File: src/rtl/mem_arb_pkg.sv
// rtl/mem_arb_pkg.sv - shared encodings and defaults for the main-memory arbiter
package mem_arb_pkg;

  typedef enum logic [1:0] {
    ARB   = 2'd0,
    LOCK0 = 2'd1,
    LOCK1 = 2'd2
  } arb_state_e;

  localparam logic M_CPU = 1'b0;
  localparam logic M_DMA = 1'b1;

  localparam int LOCK_TIMEOUT_DEF = 64;

endpackage

File: src/rtl/rr_pick2.sv
// rtl/rr_pick2.sv - pure 2-way round-robin picker; rr_last names the master served last
module rr_pick2 (
  input  logic req0,
  input  logic req1,
  input  logic rr_last,
  output logic gnt0,
  output logic gnt1
);

  // On a tie the master that was not served last wins.
  assign gnt0 = req0 & (~req1 | rr_last);
  assign gnt1 = req1 & (~req0 | ~rr_last);

endmodule

File: src/rtl/mem_arbiter.sv
// rtl/mem_arbiter.sv - two-master round-robin arbiter with lock for the single-port SPRAM
// MEM_ARB_WATCHDOG_EN: breaks locks held longer than LOCK_TIMEOUT cycles and pulses lock_err.
module mem_arbiter
  import mem_arb_pkg::*;
#(
  parameter int ADDR_W       = 14,
  parameter int LOCK_TIMEOUT = LOCK_TIMEOUT_DEF
) (
  input  logic              clk,
  input  logic              rstn,
  input  logic              m0_req,
  input  logic              m0_lock,
  input  logic              m0_we,
  input  logic [3:0]        m0_wmask,
  input  logic [ADDR_W-1:0] m0_addr,
  input  logic [31:0]       m0_wdata,
  output logic              m0_gnt,
  output logic              m0_rvalid,
  output logic [31:0]       m0_rdata,
  input  logic              m1_req,
  input  logic              m1_lock,
  input  logic              m1_we,
  input  logic [3:0]        m1_wmask,
  input  logic [ADDR_W-1:0] m1_addr,
  input  logic [31:0]       m1_wdata,
  output logic              m1_gnt,
  output logic              m1_rvalid,
  output logic [31:0]       m1_rdata,
  output logic              mem_wren,
  output logic [3:0]        mem_wmask,
  output logic [ADDR_W-1:0] mem_addr,
  output logic [31:0]       mem_wdata,
  input  logic [31:0]       mem_rdata,
  output logic              lock_err
);

  arb_state_e        state_q, state_d;
  logic              rr_last_q, rr_last_d;
  logic              m0_rvalid_q, m0_rvalid_d;
  logic              m1_rvalid_q, m1_rvalid_d;
  logic [ADDR_W-1:0] addr_q, addr_d;
  logic [31:0]       wdata_q, wdata_d;
  logic [3:0]        wmask_q, wmask_d;
  logic              pick0, pick1;
  logic              gnt0, gnt1;
  logic              timeout;
  logic [1:0]        ign_lock;

  rr_pick2 u_pick (
    .req0    (m0_req),
    .req1    (m1_req),
    .rr_last (rr_last_q),
    .gnt0    (pick0),
    .gnt1    (pick1)
  );

`ifdef MEM_ARB_WATCHDOG_EN
  localparam logic [6:0] CNT_LAST = 7'(LOCK_TIMEOUT - 1);

  logic [6:0] lock_cnt_q, lock_cnt_d;
  logic [1:0] ign_lock_q, ign_lock_d;

  assign timeout  = (state_q != ARB) && (lock_cnt_q == CNT_LAST);
  assign lock_err = rstn & timeout;
  assign ign_lock = ign_lock_q;

  always_ff @(posedge clk) begin
    if (!rstn) begin
      lock_cnt_q <= '0;
      ign_lock_q <= '0;
    end else begin
      lock_cnt_q <= lock_cnt_d;
      ign_lock_q <= ign_lock_d;
    end
  end

  // A master whose lock was broken gets one unlocked access so the other side can progress.
  always_comb begin
    lock_cnt_d = (state_q == ARB) ? 7'd0 : lock_cnt_q + 7'd1;
    ign_lock_d = ign_lock_q;
    if (gnt0) ign_lock_d[0] = 1'b0;
    if (gnt1) ign_lock_d[1] = 1'b0;
    if (timeout) begin
      lock_cnt_d = 7'd0;
      if (state_q == LOCK1) ign_lock_d[1] = 1'b1;
      else                  ign_lock_d[0] = 1'b1;
    end
  end
`else
  logic unused_cfg;

  assign timeout    = 1'b0;
  assign ign_lock   = 2'b00;
  assign lock_err   = 1'b0;
  assign unused_cfg = ^7'(LOCK_TIMEOUT);
`endif

  always_ff @(posedge clk) begin
    if (!rstn) begin
      state_q     <= ARB;
      rr_last_q   <= M_DMA;
      m0_rvalid_q <= 1'b0;
      m1_rvalid_q <= 1'b0;
      addr_q      <= '0;
      wdata_q     <= '0;
      wmask_q     <= '0;
    end else begin
      state_q     <= state_d;
      rr_last_q   <= rr_last_d;
      m0_rvalid_q <= m0_rvalid_d;
      m1_rvalid_q <= m1_rvalid_d;
      addr_q      <= addr_d;
      wdata_q     <= wdata_d;
      wmask_q     <= wmask_d;
    end
  end

  always_comb begin
    state_d     = state_q;
    rr_last_d   = rr_last_q;
    m0_rvalid_d = gnt0 & ~m0_we;
    m1_rvalid_d = gnt1 & ~m1_we;
    addr_d      = mem_addr;
    wdata_d     = mem_wdata;
    wmask_d     = mem_wmask;
    case (state_q)
      ARB: begin
        if (gnt0 && m0_lock && !ign_lock[0])      state_d = LOCK0;
        else if (gnt1 && m1_lock && !ign_lock[1]) state_d = LOCK1;
      end
      LOCK0: if ((gnt0 || !m0_req) && !m0_lock) state_d = ARB;
      LOCK1: if ((gnt1 || !m1_req) && !m1_lock) state_d = ARB;
      default: state_d = ARB;
    endcase
    if (gnt0) rr_last_d = M_CPU;
    if (gnt1) rr_last_d = M_DMA;
    if (timeout) begin
      state_d   = ARB;
      rr_last_d = (state_q == LOCK1) ? M_DMA : M_CPU;
    end
  end

  always_comb begin
    gnt0 = 1'b0;
    gnt1 = 1'b0;
    if (rstn) begin
      case (state_q)
        ARB: begin
          gnt0 = pick0;
          gnt1 = pick1;
        end
        LOCK0:   gnt0 = m0_req;
        LOCK1:   gnt1 = m1_req;
        default: ;
      endcase
    end
    m0_gnt    = gnt0;
    m1_gnt    = gnt1;
    mem_wren  = (gnt0 & m0_we) | (gnt1 & m1_we);
    mem_addr  = addr_q;
    mem_wdata = wdata_q;
    mem_wmask = wmask_q;
    if (gnt0) begin
      mem_addr  = m0_addr;
      mem_wdata = m0_wdata;
      mem_wmask = m0_wmask;
    end else if (gnt1) begin
      mem_addr  = m1_addr;
      mem_wdata = m1_wdata;
      mem_wmask = m1_wmask;
    end
  end

  assign m0_rvalid = m0_rvalid_q;
  assign m1_rvalid = m1_rvalid_q;
  assign m0_rdata  = mem_rdata;
  assign m1_rdata  = mem_rdata;

endmodule

File: config.mk
export PLATFORM = sky130hd
export DESIGN_NAME = mem_arbiter
export DESIGN_NICKNAME = d
export VERILOG_FILES = /design/src/rtl/mem_arb_pkg.sv /design/src/rtl/rr_pick2.sv /design/src/rtl/mem_arbiter.sv
export SDC_FILE = /design/constraint.sdc
export NUM_CORES = 1
export LEC_CHECK = 0
export ABC_AREA = 0
export BUFFER_PORTS_ARGS = -buffer_cell sky130_fd_sc_hd__buf_2
export CAP_MARGIN = 15
export CELL_PAD_IN_SITES_DETAIL_PLACEMENT = 1
export CELL_PAD_IN_SITES_GLOBAL_PLACEMENT = 1
export CORE_MARGIN = 2
export CORE_UTILIZATION = 30
export CTS_CLUSTER_SIZE = 28
export DETAILED_ROUTE_END_ITERATION = 12
export PLACE_DENSITY = 0.95
export SYNTH_ARGS = -nofsm -noshare
export SYNTH_HDL_FRONTEND = slang
export SYNTH_SLANG_ARGS = --single-unit
File: constraint.sdc
create_clock -name clk -period 3.72 [get_ports clk]
set_input_delay 0.186 -clock clk [delete_from_list [all_inputs] [get_ports clk]]
set_output_delay 0.186 -clock clk [all_outputs]
set_load 0.01 [all_outputs]
==> impl_results.md <==
- Slowest stage delay, CP: 880 ps
- First-pass iteration count of the detailed router: 4
- Placed inst area: 3910 um2
- IO Pins: 260
- Vias in the first global route: 4056
- Max-cap viol count: 0
- Initial antenna violation count: 0
- DR iter-0 viols: 273
- Area growth syn-to-layout: 13.9%
- Critical Path RT: 3530 ps
- Slew margin rel.: 23.7%
- Setup repair bufs after CTS: 0
- WL per Instance: between 15 and 20 um
- Min Tclk post-route: ~2700 ps
- Total CTS buffers: 5
- Clk_lat worst skew: 290 ps
- Critical path class: reg2out
- Hold Buf Count CTS: 0
- Post-CTS resize count: 0
- Synth top area cells: dfxtp_1 (31%), buf_4 (14%), a311oi_1 (10%)
- Num rows: 39
- Synth cell types: 29
- Worst path cell trace: nand3b_2 > o21ai_0 > a31oi_1 > buf_2
- Crit path launch: state_q[0]
- Outcome: completed
- Largest net degree at the start of global routing: between 100 and 150
- Yosys reg bits: between 50 and 60
- Setup crit end: mem_wdata[1]
- Detailed Route WL: 12.1 mm
- Die Y: 113 um
- Setup violations, final: 0
- IO Port Bufs: between 150 and 200
- Final Max Tran Viols: 0
- Synth Area per Inst: about 8.1 um2
- Final Core Density: 35.4%
- CTS Sinks: 55
- Grt total ovfl: 0
- Setup slack, reg-to-reg: 1440 ps
- Final Skew: 9.76 ps
- Routability cong.: 0.748
- Mapped Cells: 445
- H-tree lvl count: 2
- Largest area contributor in the netlist: dfxtp_1
- Tot Pwr: 1.61 mW
- Clk slew on worst S/H paths: around 70 ps
- First-pass GRT wire length: 19.6 mm
- CP endpoint kind: output pin
- Leakage power: 1.62 nW
- Post-DP HPWL: 8.19 mm
- Reg-to-Reg Start: state_q[0]
- Via count: 3825
- Chip width: 113 um
- CP bufs+invs: 1
- Root buffer cell: clkbuf_16
- F_max: around 370 MHz
- Nets: between 600 and 700
- Final Hold Vio Count: 0
- RSZ-0062 raised after global routing: false
- Final period util: between 70 and 80%
- R2r worst-path depth: 3
- Post-route ant nets: 0
- Hold WC Path Type: in2reg
- Register area share after synthesis: a little under a third
- CTS tree: done
- Setup TNS: 0 ps
- All-Layer GR Usage: 18.4%
- Pwr Density: between 300 and 400 nW/um2
- Area of the core: 11600 um2
- Post-synth top area share: slightly above 30%
- Least-Margin Pin Slew: roughly 1100 ps
- CP max stage cell: nand3b_2
- Mapped cell area: 3600 um2
- CP Depth: 4
- Startpoint Class: register
- Syn nets: 585
- Design Area, Final: approximately 4100 um2
- Vias per Instance: 5.95
- Worst Path Arrival: 2550 ps
- Antenna cells: 0
- Drt drc: 0
- CTS max path bufs: 2
- Initial Util: between 30% and 40%
- CP Max Fanout: 52
- Layout cells sized above 1: 38.2%
- Top delay family on crit path: simple AND/OR/NAND/NOR gates
- VDD IR max: 198 uV
- Worst reg2reg path endpoint: wdata_q[1]
- Die Area: around 13000 um2
- Syn. warnings: 0
==> per-layer routing <==
layer | track usage [%] | up-vias | wire length, um
met3 | 2.82 | 45 | 660
met2 | 33.5 | 159 | 6120
li1 | - | 1789 | -
met4 | 8.78 | 0 | 378
met5 | 0 | - | 0
met1 | 21.0 | 1832 | 4940
==> sequential cells by signal, indices dropped and copies added (netlist names) <==
| name | cells |
|---|---|
| m1_rvalid | 1 |
| rr_last_q | 1 |
| state_q | 2 |
| addr_q | 14 |
| wdata_q | 32 |
| m0_rvalid | 1 |
| wmask_q | 4 |
==> worst register-to-register path, cell delays in order, from the launching register on <==
cell and delay, ps:
dfxtp_1 370, nand3b_2 880, o21ai_0 650, a311oi_1 190
==> cell usage in the layout (no fill, tap or decap), drive strengths merged, types with 2 or more instances in the layout <==
cell,synthesis,routed
buf,83,167
dfxtp,55,55
nor3,51,51
o21ai,51,51
nand4,50,50
a31oi,50,50
a311oi,50,50
clkbuf,37,8
inv,3,3
nand3b,3,3
nor2,2,2
nand2,2,2
==> cells in the mapped netlist, drive strengths merged <==
| cell | number |
|---|---|
| a211oi | 1 |
| a22o | 1 |
| a311oi | 50 |
| a31oi | 50 |
| and3b | 1 |
| buf | 83 |
| clkbuf | 37 |
| conb | 1 |
| dfxtp | 55 |
| inv | 3 |
| nand2 | 2 |
| nand3b | 3 |
| nand4 | 50 |
| nor2 | 2 |
| nor2b | 1 |
| nor3 | 51 |
| nor3b | 1 |
| o2111a | 1 |
| o21ai | 51 |
| or2 | 1 |
==> kinds of logic after synthesis <==
logic type             share of synthesized area, %
buffers and inverters                          20.7
AND/OR/NAND/NOR                                18.2
flip-flops                                     30.6
AO/OA/AOI/OAI                                  30.3
other                                         0.104
==> how the worst min path moves through the flow <==
stage	from	endpoint	slack, ps	depth (start not counted)
after CTS	m0_we	m0_rvalid	60	2
after global placement	m0_we	m0_rvalid	360	2
final	m0_we	m0_rvalid	70	2
after global routing	m1_we	m1_rvalid	70	2
after floorplan	m0_we	m0_rvalid	260	1
after detailed placement	m0_we	m0_rvalid	370	2
==> area by class of cell <==
class,count,area (um2)
fillers,1432,7470
flip-flops and latches,55,1100
clock buffers,8,156
repair buffers,167,881
well taps,143,179
multi-input cells,267,1770
inverters,3,11.3
==> metrics by stage <==
step | setup WS [ps] | std cells | hold WS [ps]
global route | 733 | 643 | 65.1
CTS | 976 | 642 | 58.0
floorplan | 2200 | 445 | 258
detailed placement | 1070 | 634 | 366
finish | 982 | 643 | 71.7
global placement | 1250 | 634 | 358
==> where the power goes <==
group | internal, mW | leakage [nW] | switching, mW
Sequential | 0.638 | 0.454 | 0.0128
Combinational | 0.181 | 1.09 | 0.284
Clock | 0.287 | 0.0772 | 0.207
Note: power is estimated with default switching activity, not from simulation.
